[src/rtl/hilo_muldiv_seq_pkg.sv]
// Shared definitions for the HI/LO multicycle multiply/divide sequencer.
// The opcode constants are also consumed by the ALU decoder.
package hilo_muldiv_seq_pkg;

  localparam int WIDTH_DEF = 32;

  localparam logic [3:0] OP_MULT = 4'b0010;
  localparam logic [3:0] OP_DIV  = 4'b0011;

  typedef enum logic [1:0] {
    IDLE = 2'd0,
    MUL  = 2'd1,
    DIV  = 2'd2,
    DONE = 2'd3
  } state_t;

endpackage

[src/rtl/hilo_iter_core.sv]
// One iteration of the multicycle datapath: an unsigned shift-add multiply
// step or a restoring divide step over a shared 2*WIDTH-bit accumulator.
module hilo_iter_core #(
  parameter int WIDTH = 32
) (
  input  logic               div_mode,
  input  logic [2*WIDTH-1:0] acc,
  input  logic [WIDTH-1:0]   operand,
  output logic [2*WIDTH-1:0] acc_next
);

  logic [WIDTH:0]   sum;
  logic [WIDTH:0]   shifted;
  logic [WIDTH-1:0] diff;

  always_comb begin
    // Multiply: {acc_hi, acc_lo} holds {partial product, remaining multiplier}.
    sum     = {1'b0, acc[2*WIDTH-1:WIDTH]} + (acc[0] ? {1'b0, operand} : '0);
    // Divide: {acc_hi, acc_lo} holds {partial remainder, dividend/quotient}.
    shifted = acc[2*WIDTH-1:WIDTH-1];
    // The restored remainder is below the divisor, so modulo-2^WIDTH is exact.
    diff    = shifted[WIDTH-1:0] - operand;

    if (!div_mode) begin
      acc_next = {sum, acc[WIDTH-1:1]};
    end else if (shifted >= {1'b0, operand}) begin
      acc_next = {diff, acc[WIDTH-2:0], 1'b1};
    end else begin
      acc_next = {shifted[WIDTH-1:0], acc[WIDTH-2:0], 1'b0};
    end
  end

endmodule

[src/rtl/hilo_muldiv_seq.sv]
// Multicycle MULT/DIV sequencer owning the architectural HI/LO pair.
// Results land in {hi, lo} on the edge that enters DONE.
module hilo_muldiv_seq
  import hilo_muldiv_seq_pkg::*;
#(
  parameter int WIDTH = WIDTH_DEF,
  parameter int CNT_W = 6
) (
  input  logic             clock,
  input  logic             reset,
  input  logic             start,
  input  logic [3:0]       controle,
  input  logic [WIDTH-1:0] in1,
  input  logic [WIDTH-1:0] in2,
  input  logic             flush,
  input  logic             mt_hi,
  input  logic             mt_lo,
  input  logic [WIDTH-1:0] mt_data,
  output logic             busy,
  output logic             done,
  output logic [WIDTH-1:0] hi,
  output logic [WIDTH-1:0] lo
);

  state_t             state;
  state_t             state_next;
  logic [CNT_W-1:0]   cnt;
  logic [2*WIDTH-1:0] acc;
  logic [2*WIDTH-1:0] acc_next;
  logic [WIDTH-1:0]   operand;
  logic               launch_mul;
  logic               launch_div;
  logic               div_by_zero;

  hilo_iter_core #(.WIDTH(WIDTH)) u_core (
    .div_mode (state == DIV),
    .acc      (acc),
    .operand  (operand),
    .acc_next (acc_next)
  );

  assign launch_mul  = (state == IDLE) && start && (controle == OP_MULT);
  assign launch_div  = (state == IDLE) && start && (controle == OP_DIV);
  assign div_by_zero = launch_div && (in2 == '0);
  assign busy        = (state == MUL) || (state == DIV);
  assign done        = (state == DONE);

  // NOTE: sequential state uses non-blocking assignments so every register
  // samples the pre-edge values regardless of process ordering.
  always_ff @(posedge clock) begin
    if (reset) state <= IDLE;
    else       state <= state_next;
  end

  // NOTE: every output of this block is defaulted first, so no path can
  // leave a value unassigned and infer a latch.
  always_comb begin
    state_next = state;
    unique case (state)
      IDLE: begin
        if (launch_mul)       state_next = MUL;
        else if (div_by_zero) state_next = DONE;
        else if (launch_div)  state_next = DIV;
      end
      MUL, DIV: begin
        if (flush)          state_next = IDLE;
        else if (cnt == '0) state_next = DONE;
      end
      DONE:    state_next = IDLE;
      default: state_next = IDLE;
    endcase
  end

  // NOTE: acc and operand carry no reset; they are always loaded on launch
  // before any cycle reads them.
  always_ff @(posedge clock) begin
    if (reset) begin
      hi  <= '0;
      lo  <= '0;
      cnt <= '0;
    end else begin
      unique case (state)
        IDLE, DONE: begin
          if (mt_hi) hi <= mt_data;
          if (mt_lo) lo <= mt_data;
          if (launch_mul) begin
            acc     <= {{WIDTH{1'b0}}, in2};
            operand <= in1;
            cnt     <= CNT_W'(WIDTH - 1);
          end else if (launch_div) begin
            acc     <= {{WIDTH{1'b0}}, in1};
            operand <= in2;
            cnt     <= CNT_W'(WIDTH - 1);
          end
          // The defined divide-by-zero result overrides a same-edge MT write.
          if (div_by_zero) begin
            hi <= '0;
            lo <= '0;
          end
        end
        MUL, DIV: begin
          if (!flush) begin
            acc <= acc_next;
            if (cnt == '0) begin
              {hi, lo} <= acc_next;
            end else begin
              cnt <= cnt - 1'b1;
            end
          end
        end
        default: ;
      endcase
    end
  end

endmodule

[config.mk]
export PLATFORM = sky130hd
export DESIGN_NAME = hilo_muldiv_seq
export DESIGN_NICKNAME = d
export VERILOG_FILES = /design/src/rtl/hilo_muldiv_seq_pkg.sv /design/src/rtl/hilo_iter_core.sv /design/src/rtl/hilo_muldiv_seq.sv
export SDC_FILE = /design/constraint.sdc
export NUM_CORES = 1
export LEC_CHECK = 0
export CAP_MARGIN = 20
export CORE_MARGIN = 5
export CORE_UTILIZATION = 51
export CTS_CLUSTER_DIAMETER = 50
export DETAILED_ROUTE_END_ITERATION = 8
export GPL_TIMING_DRIVEN = 0
export PLACE_DENSITY = 0.78
export SLEW_MARGIN = 0
export SYNTH_ARGS = -nofsm -noshare
export SYNTH_HDL_FRONTEND = slang
export SYNTH_HIERARCHICAL = 1
export SYNTH_SLANG_ARGS = --single-unit
[constraint.sdc]
create_clock -name clock -period 4.94 [get_ports clock]
set_input_delay 0.988 -clock clock [delete_from_list [all_inputs] [get_ports clock]]
set_output_delay 0.988 -clock clock [all_outputs]
set_load 0.01 [all_outputs]
### Word-level counts from Yosys, hierarchy flattened

Cells that the tools add are included.

| word-level totals | value |
|---|---|
| register bits after elaboration | 168 |
| input port bits | 106 |
| output and inout bits | 66 |
| logic and storage cells | 71 |

| cells by class | value |
|---|---|
| add/sub/neg operators | 3 |
| magnitude comparators | 1 |
| equality and inequality tests | 13 |
| multiplexer cells | 30 |
| bitwise logic cells | 1 |
| reduce and logical (&&, ||, !) cells | 17 |

Operator list:

| kind | count |
|---|---|
| $mux W32 | 11 |
| $mux W64 | 5 |
| $pmux W32 S2 | 2 |
| $pmux W64 S2 | 1 |
| $add A32 B33 Y33 | 1 |
| $ge A33 B32 Y1 | 1 |
| $logic_not A32 Y1 | 1 |
| $sub A32 B32 Y32 | 1 |
| $mux W6 | 4 |
| $reduce_and A3 Y1 | 5 |
| $ne A3 B3 Y1 const B | 4 |
| $pmux W6 S2 | 1 |
| $mux W2 | 5 |
| $eq A4 B2 Y1 const B | 2 |
| $logic_not A6 Y1 | 1 |
| $ne A2 B2 Y1 const B | 3 |
| $pmux W2 S3 | 1 |
| $sub A6 B1 Y6 const B | 1 |
| $eq A2 B2 Y1 const B | 2 |
| $logic_and A1 B1 Y1 | 4 |
| $ne A4 B4 Y1 const B | 1 |
| $reduce_or A2 Y1 | 2 |
| $eq A2 B1 Y1 const B | 1 |
| $logic_not A2 Y1 | 1 |
| 4 further kinds | 4 |

### Depth between registers and ports, before layout

Gate-level depths: netlist of run 1.

| logic depth | value |
|---|---|
| word-level depth | 7 |
| mapped depth | 16 |
| gate-level depth less buffers | 16 |

### Cells and area by module

Netlist of run 1, hierarchy kept.

Modules (own cells, without submodules):

| module | times used | cells an instance | area an instance (um2) | seq. area each (um2) |
|---|---|---|---|---|
| hilo_muldiv_seq | 1 | 713 | 8269.2 | 4324.1 |
| hilo_iter_core | 1 | 697 | 4763.3 | 0.0 |

### Worst setup path after synthesis of run 1

No wires, ideal clock.

| timing | value |
|---|---|
| kind | input port to flip-flop |
| from | input controle[2] |
| to | register acc[0], enable pin |
| setup time | 0.507 ns |
| arrival | 4.764 ns |
| required time | 4.433 ns |
| path slack | -0.331 ns |
| stages on the path | 4 |
| path buffers | 0 |
| path through | and4bb_1 > nand2_1 > or2_2 > a21oi_1 |

| on the way | value |
|---|---|
| cells in the longest elaborated chain, start to end | 4 |
| elaborated cells between the ends (all ways) | 6 |
| those cells by class | 3 x eq/ne; 3 x reduce/logical |

RTL lines:

| element | line | source |
|---|---|---|
| start, declared | hilo_muldiv_seq.sv:12 | `input logic [3:0] controle,` |
| $eq A4 B2 Y1, on equally long branches | hilo_muldiv_seq.sv:42, hilo_muldiv_seq.sv:43 |  |
| $logic_and A1 B1 Y1, on equally long branches | hilo_muldiv_seq.sv:42, hilo_muldiv_seq.sv:43 |  |
| $ne A3 B3 Y1 (no line) (*) | - |  |
| $reduce_and A3 Y1 (no line) (*) | - |  |
| end signal, assigned | hilo_muldiv_seq.sv:87 | `acc <= {{WIDTH{1'b0}}, in2};` |
| end signal, assigned | hilo_muldiv_seq.sv:91 | `acc <= {{WIDTH{1'b0}}, in1};` |
| end signal, assigned | hilo_muldiv_seq.sv:103 | `acc <= acc_next;` |
| end, declared | hilo_muldiv_seq.sv:28 | `logic [2*WIDTH-1:0] acc;` |

Every way passes the cells marked *; elsewhere a longest branch is shown, timed or not.
A chain may end at the register's enable or synchronous reset.

### Worst setup path after layout of run 1

| timing | value |
|---|---|
| from | register acc[0] |
| to | register hi[29] |

| on the way | value |
|---|---|
| cells in the longest elaborated chain, start to end | 6 |

RTL lines:

| element | line | source |
|---|---|---|
| $mux W32 | hilo_iter_core.sv:18 | `sum = {1'b0, acc[2*WIDTH-1:WIDTH]} + (acc[0] ? {1'b0, operand} : '0);` |
| $add A32 B33 Y33 | hilo_iter_core.sv:18 |  |
| $mux W64 | hilo_iter_core.sv:24 | `if (!div_mode) begin` |
| net acc_next[61] | hilo_muldiv_seq.sv:29 | `logic [2*WIDTH-1:0] acc_next;` |
| $mux W32 | hilo_muldiv_seq.sv:104 | `if (cnt == '0) begin` |
| $mux W32 | hilo_muldiv_seq.sv:102 | `if (!flush) begin` |
| $pmux W32 S2 | hilo_muldiv_seq.sv:82 | `unique case (state)` |
| end signal, assigned | hilo_muldiv_seq.sv:84 | `if (mt_hi) hi <= mt_data;` |
| end signal, assigned | hilo_muldiv_seq.sv:105 | `{hi, lo} <= acc_next;` |
| end, declared | hilo_muldiv_seq.sv:21 | `output logic [WIDTH-1:0] hi,` |

The timed path passes the listed nets, and every way through them passes these cells. The select of a mux whose other input is x is not followed.

==> summary.md, run 1 <==
| Metric | Value |
|---|---|
| Final setup vio count | `0` |
| Share of synthesized registers carrying an async set or reset | `0%` |
| Measured slew at the worst slew-check pin | `939.4 ps` |
| Detailed placement HPWL | `34.00 mm` |
| Clock latency on the worst-skew pair | `450 ps` |
| Total DRC errors in the routed layout | `0` |
| All-layer global routing usage | `28.68%` |
| Number of buffers created by CTS | `17` |
| Flops & latches, synth | `168` |
| Mean area per synthesized cell | `9.243 µm²` |
| Total of buffers placed on input and output ports | `171` |
| Most frequent standard cell in the layout excluding fill and tap cells | `sky130_fd_sc_hd__clkdlybuf4s50_1` |
| Endpoints failing hold | `0` |
| Total negative slack | `0 ps` |
| Sequential cell area in the final layout | `0.004324 mm²` |
| Wire length on met3 | `3.161 mm` |
| Predominant post-synthesis flop cell | `sky130_fd_sc_hd__edfxtp_1` |
| Multi-input logic area | `0.007809 mm²` |
| Mean number of vias per cell | `6.016` |
| Warnings, synthesis | `6` |
| Minimum period implied by the final worst setup slack | `4635 ps` |
| Crit-path leading delay family | `compound AO/OA/AOI/OAI gates` |
| Largest fanout of any net on the critical path | `10` |
| Series of cell instances along the critical path | `clkbuf_1 > and2_1 > ha_1 > fa_1 > a21oi_1 > o21ai_1 > a21oi_1 > o21ai_1 > a21boi_1 > a31oi_1 > a211o_1 > xnor2_1 > o21ai_0 > o22a_1 > o21ai_0 > a211oi_2` |
| Root buffer cell | `sky130_fd_sc_hd__clkbuf_16` |
| Routability congestion estimate | `0.9627` |
| Unique cell type count in the Yosys netlist | `68` |
| Area inside the core boundary | `0.02518 mm²` |
| Slowest stage delay, CP | `490 ps` |
| Leakage dissipation | `6.137 nW` |
| Maximum vdd drop | `0.3979 mV` |
| Max layer used | `met4` |
| Initial detailed-routing violation count | `1154` |
| Clk buf depth | `2` |
| Final period util | `93.82%` |
| Via count of the first global-routing pass | `11680` |
| Total via count after detailed routing | `11710` |
| Wire length of the first global-routing pass | `64.99 mm` |
| Number of enable-type register cells in the synthesized netlist | `96` |
| Cells after synthesis | `1410` |
| Final-stage net count | `1780` |
| Setup clock skew after layout | `15.81 ps` |
| Portion of the post-synthesis area used by sequential elements | `33.18%` |
| Total die area | `0.02885 mm²` |
| CTS tree | `done` |
| Syn-to-layout area delta | `21.31%` |
| Detailed Routing Iterations Pass 1 | `5` |
| Placement row count | `58` |
| IO Pins | `172` |
| Outcome | `completed` |
| Library cell with the largest summed area after synthesis | `sky130_fd_sc_hd__edfxtp_1` |
| Overflow left after global routing | `0` |
| Max-capacitance violation count | `0` |
| Crit path required time | `5300 ps` |
| Post-synthesis net count | `1588` |
| Initial antenna violation count | `0` |
| Finished Cell Area | `0.01581 mm²` |
| Post-synth top area share | `22.12%` |
| Critical-path top delay cell | `sky130_fd_sc_hd__o21ai_0` |
| Power density relative to cell area | `510.3 mW/mm²` |
| Element type at the critical path start | `flop` |
| Number of H-tree levels | `4` |
| Sinks on the clock net | `168` |
| Register clock-pin slew on the reported worst setup and hold paths | `80 ps` |
| Total count of max-transition violations in the final report | `0` |
| Initial standard-cell utilization of the core | `51.75%` |
| WL per Instance | `21.58 µm` |
| Final core utilization | `62.78%` |
| Die outline width | `169.9 µm` |
| Share of cells above drive strength 1 | `12.45%` |
| Top library cells by usage in the layout, fill and taps aside | `171 x sky130_fd_sc_hd__clkdlybuf4s50_1, 141 x sky130_fd_sc_hd__o21ai_0, 118 x sky130_fd_sc_hd__inv_1, 96 x sky130_fd_sc_hd__edfxtp_1, 93 x sky130_fd_sc_hd__nand2_1` |
| Unrepaired setup endpoints after global routing | `no` |
| Number of buffer and inverter stages on the critical path | `1` |
| Fillers | `2091` |
| Endpoint class of the critical path | `flop` |
| Die Span Y | `169.9 µm` |
| Maximum number of pins on one net before global-route repair | `33` |
| Number of nets still failing antenna checks after routing | `0` |
| Maximum frequency from static timing analysis | `0.2158 GHz` |
| Aggregate routed wire length | `42.00 mm` |
| Worst endpoint data arrival time | `5000 ps` |
| Met2 WL post-DR | `19.53 mm` |
| Total placed instance area | `0.01522 mm²` |
| Startpoint-to-endpoint class of the critical path | `flop to flop` |
| Path category of the worst min-delay check | `flop to flop` |
| Setup slack of the worst register-to-register path | `310 ps` |
| Syn Std Cell Area | `0.01303 mm²` |
| Synth top area cells | `sky130_fd_sc_hd__edfxtp_1 22%, sky130_fd_sc_hd__dfxtp_1 11%, sky130_fd_sc_hd__ha_1 6.7%` |
| Worst slew margin relative to its limit | `37.23%` |
| Wl on met1 | `17.97 mm` |
==> worst reg2reg max path, delay by kind of cell (launching register included) <==
family          cells  cell delay, ps
compound gates     11            2830
xor+xnor            1             130
fa+ha+maj           2             630
buf+inv             1             290
flops               1             480
simple gates        1             220
==> through the flow <==
| stage | instances | hold WS, ps | total power [mW] | setup WS, ps |
|---|---|---|---|---|
| global route | 1945 | 505.7 | 8.548 | 11.20 |
| global placement | 1911 | 458.2 | 6.530 | -524.5 |
| floorplan | 1410 | 467.6 | 5.143 | 968.1 |
| CTS | 1945 | 477.6 | 7.997 | 163.1 |
| finish | 1946 | 475.6 | 8.068 | 305.3 |
| detailed placement | 1913 | 465.7 | 6.641 | 205.1 |
==> final timing paths <==
kind                                            end           startpoint  cells after the start
worst max-delay path            hi[29]$_SDFFE_PP0P_     acc[0]$_DFFE_PP_                     16
worst min-delay path            lo[27]$_SDFFE_PP0P_  lo[27]$_SDFFE_PP0P_                      2
worst max register to register  hi[29]$_SDFFE_PP0P_     acc[0]$_DFFE_PP_                     16
worst min register to register  lo[27]$_SDFFE_PP0P_  lo[27]$_SDFFE_PP0P_                      2
==> report_power, final <==
part	internal, mW	total (mW)	switching [mW]
sequential	1.90	2.16	0.255
clock	0.690	1.33	0.640
combinational	1.87	4.58	2.71
total	4.46	8.07	3.60
==> repair_timing <==
action                     CTS  global route
setup endpoints to repair    0             3
hold buffers                 0             0
hold endpoints to repair     0             0
setup buffers                0             0
resized for setup            0             1
==> registers in the layout, indices dropped and copies added (netlist names) <==
name / flops
operand: 32
lo: 32
acc: 64
cnt: 6
state: 2
hi: 32
==> cells in the mapped netlist, drive strengths merged, types with 8 or more instances <==
cell,count
a211oi,77
a21o,30
a21oi,75
a31oi,10
and2,70
buf,32
clkbuf,51
dfxtp,72
edfxtp,96
ha,70
inv,118
mux2,63
mux2i,56
nand2,93
nand2b,9
nand3,17
nand4,17
nor2,48
nor3,17
nor4,10
o211ai,17
o21a,13
o21ai,157
o22a,64
or3,8
xnor2,32
xor2,22
==> kinds of logic after synthesis <==
| group | Yosys count | synth area share [%] |
|---|---|---|
| fa+ha+maj | 72 | 7.028 |
| xor+xnor | 54 | 3.629 |
| flops | 168 | 33.18 |
| compound gates | 482 | 26.77 |
| simple gates | 314 | 12.43 |
| mux | 119 | 9.918 |
| buf+inv | 201 | 7.047 |
==> area by class of cell <==
class                   count  share of cell area [%]
multi-input cells        1041                   49.39
flip-flops and latches    168                   27.35
repair buffers            173                   11.13
plain buffers              83                   3.007
inverters                 118                   2.802
clock buffers              18                   2.778
well taps                 330                   2.612
clock inverters            14                  0.9180
diodes                      1                 0.01583
==> metal layers <==
metal	GRT usage, %	up-vias
met5	0	-
met4	9.975	0
met3	4.321	81
met2	46.75	523
met1	39.04	5538
li1	-	5566
(Power assumes the default switching activity.)
==> run 2, diff against run 1 <==
Settings changed: ABC_AREA set to 1, CORE_UTILIZATION 51 to 52, SLEW_MARGIN 0 to 5.
==> run 2 against run 1 <==
  * Wire length is 31% higher
  * Maximum frequency increased by 25%
  * Synthesized cell count rose by 68%
  * Flip-flop and latch count stayed put
  * Area after synthesis grew 10%
  * Hold slack better by 4.7 ps
  * Power up 5.7%
  * Utilization rose by 0.55 points
  * Non-clock buffer count shrank 6
  * Combinational power rose by 9.0%
==> summary.md, run 2 <==
| Metric | Value |
|---|---|
| Outcome | `completed` |
| Crit-path leading delay family | `simple AND/OR/NAND/NOR gates` |
| Final period util | `75.35% (-18 points)` |
| Path category of the worst min-delay check | `flop to flop` |
| Via count of the first global-routing pass | `15340 (+31%)` |
| Syn-to-layout area delta | `19.38%` |
| Finished Cell Area | `0.01712 mm² (+8.3%)` |
| Wire length of the first global-routing pass | `83.50 mm (+28%)` |
| Number of buffers inserted for hold repair after clock tree synthesis | `0 (unchanged)` |
| Endpoint class of the critical path | `flop` |
| Post-synth top area share | `22.75% (+0.63 points)` |
| Top cells by instance count after synthesis | `869 x sky130_fd_sc_hd__nand2_1, 415 x sky130_fd_sc_hd__inv_1, 291 x sky130_fd_sc_hd__nor2_1` |
| Maximum vdd drop | `0.3787 mV (-4.8%)` |
| Worst Hold Path Cells | `2 (unchanged)` |
| Total DRC errors in the routed layout | `0 (unchanged)` |
| All-layer global routing usage | `34.77% (+6.1 points)` |
| Initial detailed-routing violation count | `1622 (+41%)` |
| Final core utilization | `63.34% (+0.55 points)` |
| Antenna fix cells | `0 (-1)` |
| Number of buffers created by CTS | `17 (unchanged)` |
| Slowest stage delay, CP | `500 ps (about the same)` |
| Total die area | `0.03100 mm² (+7.4%)` |
| Top library cells by usage in the layout, fill and taps aside | `869 x sky130_fd_sc_hd__nand2_1, 415 x sky130_fd_sc_hd__inv_1, 290 x sky130_fd_sc_hd__nor2_1, 170 x sky130_fd_sc_hd__clkdlybuf4s50_1, 158 x sky130_fd_sc_hd__o21ai_0` |
| Number of cells upsized or downsized after cts | `0 (unchanged)` |
| Power density relative to cell area | `498.0 mW/mm² (-2.4%)` |
| Die outline width | `176.1 µm (+3.7%)` |
| Setup clock skew after layout | `21.01 ps (+5.201 ps)` |
| Final setup vio count | `0 (unchanged)` |
| Total placed instance area | `0.01653 mm² (+8.6%)` |
| Number of nets still failing antenna checks after routing | `0 (unchanged)` |
| IO Pins | `172 (unchanged)` |
| Clk buf depth | `2 (unchanged)` |
| Area inside the core boundary | `0.02703 mm² (+7.3%)` |
| Detailed placement HPWL | `45.54 mm (+34%)` |
| Initial standard-cell utilization of the core | `53.06% (+1.3 points)` |
| Element type at the critical path start | `flop` |
| Endpoints failing hold | `0 (unchanged)` |
| Number of enable-type register cells in the synthesized netlist | `96 (unchanged)` |
| Predominant post-synthesis flop cell | `sky130_fd_sc_hd__edfxtp_1` |
| Detailed Routing Iterations Pass 1 | `6 (+1)` |
| Syn Std Cell Area | `0.01434 mm² (+10%)` |
| Register clock-pin slew on the reported worst setup and hold paths | `70 ps (about the same)` |
| Unrepaired setup endpoints after global routing | `no` |
| Clock latency on the worst-skew pair | `450 ps (about the same)` |
| Share of cells above drive strength 1 | `4.777% (-7.7 points)` |
| Startpoint-to-endpoint class of the critical path | `flop to flop` |
| Placement row count | `60 (+3.4%)` |
| Routability congestion estimate | `0.9892 (+2.8%)` |
| Measured slew at the worst slew-check pin | `937.7 ps (-1.660 ps)` |
| Maximum number of pins on one net before global-route repair | `33 (unchanged)` |
| Warnings, synthesis | `6 (unchanged)` |
| Leading cell type by number of instances after synthesis | `sky130_fd_sc_hd__nand2_1` |
| Cell Count, Final, Fillers Out | `2916 (+50%)` |
| Aggregate routed wire length | `54.86 mm (+31%)` |
| Post-CTS setup buffers | `0 (unchanged)` |
| Final-stage net count | `2740 (+54%)` |
| Series of cell instances along the critical path | `clkbuf_1 > clkbuf_1 > nand2_1 > inv_1 > ha_1 > fa_1 > nand2_1 > nand2_1 > and2_1 > a21oi_1 > inv_1 > nand2_1 > nand3_1 > nand2_1 > nand2_1 > nand2_1 > nand2_1 > nand2_1 > nand2_1 > nor2_1 > nor2_1` |
| Maximum frequency from static timing analysis | `0.2687 GHz (+25%)` |
| Total via count after detailed routing | `15860 (+35%)` |
| Cell count along the critical path | `21 (+5)` |
| Number of H-tree levels | `4 (unchanged)` |
| Cells after synthesis | `2371 (+68%)` |
| Mean area per synthesized cell | `6.048 µm² (-35%)` |
| Overflow left after global routing | `0 (unchanged)` |
| Total of buffers placed on input and output ports | `170 (-0.58%)` |
| Critical-path top delay cell | `sky130_fd_sc_hd__fa_1` |
| Crit path required time | `5270 ps (-30 ps)` |
| CTS tree | `done` |
| Portion of the post-synthesis area used by sequential elements | `30.16% (-3.0 points)` |
| Number of flip-flops under the largest register name | `64 (unchanged)` |
| Leakage dissipation | `9.183 nW (+50%)` |
| Largest fanout of any net on the critical path | `10 (unchanged)` |
| WL per Instance | `18.81 µm (-13%)` |
| Most frequent standard cell in the layout excluding fill and tap cells | `sky130_fd_sc_hd__nand2_1` |
| Largest Register | `acc` |
| Unique cell type count in the Yosys netlist | `39 (-43%)` |
| Mean number of vias per cell | `5.440 (-9.6%)` |
| Count of placed standard cells including taps | `2884 (+51%)` |
| Minimum period implied by the final worst setup slack | `3722 ps (-912.5 ps)` |
| Synth top area cells | `sky130_fd_sc_hd__nand2_1 23%, sky130_fd_sc_hd__edfxtp_1 20%, sky130_fd_sc_hd__inv_1 11%` |
| Number of buffer and inverter stages on the critical path | `4 (+3)` |
| Library cell with the largest summed area after synthesis | `sky130_fd_sc_hd__nand2_1` |
| CP most frequent cell | `sky130_fd_sc_hd__nand2_1` |
| Die Span Y | `176.1 µm (+3.7%)` |
| Flops & latches, synth | `168 (unchanged)` |
| Total count of max-transition violations in the final report | `0 (unchanged)` |
| Worst slew margin relative to its limit | `37.34% (+0.11 points)` |
| Max-capacitance violation count | `0 (unchanged)` |
| Root buffer cell | `sky130_fd_sc_hd__clkbuf_16` |
| Number of cells on the worst reg-to-reg path | `21 (+5)` |
| Share of synthesized registers carrying an async set or reset | `0% (unchanged)` |
| Initial antenna violation count | `1 (+1)` |
| Post-synthesis net count | `2549 (+61%)` |
| Worst endpoint data arrival time | `4060 ps (-940 ps)` |
| Sinks on the clock net | `168 (unchanged)` |
-- run 2: changes by cell type after synthesis, moves of 60 or more --
cell and delta:
sky130_fd_sc_hd__nor2_1 +243, sky130_fd_sc_hd__inv_1 +297, sky130_fd_sc_hd__nand2_1 +776, sky130_fd_sc_hd__a211oi_2 -60
sky130_fd_sc_hd__and2_1 -67, sky130_fd_sc_hd__o22a_1 -64, sky130_fd_sc_hd__nand3_1 +95
-- run 2: final cells by class --
class                           count  area (µm²)
Clock buffer                       18       439.2
Sequential cell                   168        4324
Buffer                             78       437.9
Timing Repair Buffer              172        1749
Inverter                          419        1573
Tap cell                          341       426.7
Clock inverter                     14       145.1
Multi-Input combinational cell   1706        8023
Fill cell                        2567        9908
-- run 2: worst paths after layout --
check / to / slack [ps] / start
worst max-delay path: hi[31]$_SDFFE_PP0P_ / 1220 / acc[0]$_DFFE_PP_
worst min-delay path: cnt[0]$_SDFFE_PP0P_ / 480 / cnt[0]$_SDFFE_PP0P_
worst min register to register: cnt[0]$_SDFFE_PP0P_ / 480 / cnt[0]$_SDFFE_PP0P_
worst max register to register: hi[31]$_SDFFE_PP0P_ / 1220 / acc[0]$_DFFE_PP_
-- run 2: where the power goes --
group	switching [mW]	internal [mW]
Sequential	0.244	1.93
Combinational	3.24	1.75
Clock	0.670	0.689
Total	4.15	4.37
-- run 2: routing by layer --
| metal | GRT usage, % | up-vias | wire (µm) |
|---|---|---|---|
| met2 | 58.73 | 836 | 25380 |
| met1 | 44.31 | 7192 | 22090 |
| met3 | 5.203 | 144 | 4661 |
| li1 | - | 7689 | - |
| met4 | 15.14 | 2 | 2728 |
| met5 | 0 | - | 7 |
-- run 2: logic make-up (layout without fill, tap and decap cells) --
logic type	Yosys count	after routing	synth area share, %
AND/OR/NAND/NOR	1369	1369	39.31
adder cells (fa/ha/maj)	72	72	6.387
flip-flops	168	168	30.16
buffers and inverters	497	701	14.02
AO/OA/AOI/OAI	245	245	8.901
XOR/XNOR	20	20	1.222
-- run 2: metrics by stage --
step                      hold WS, ps  setup TNS (ps)  total power [mW]  setup slack, ps
after floorplan                 444.9               0             5.257             1235
after detailed placement        464.6               0             7.027             1241
after CTS                       475.7               0             8.398             1227
final                           480.3               0             8.524             1218
after global routing            508.0               0             9.095             1080
after global placement          452.7          -22000             6.912           -351.9
-- run 2: worst min-delay path, cell delays in order (launching register included) --
cell,delay [ps]
sky130_fd_sc_hd__dfxtp_1,320
sky130_fd_sc_hd__nand2_1,60
sky130_fd_sc_hd__a21oi_1,60
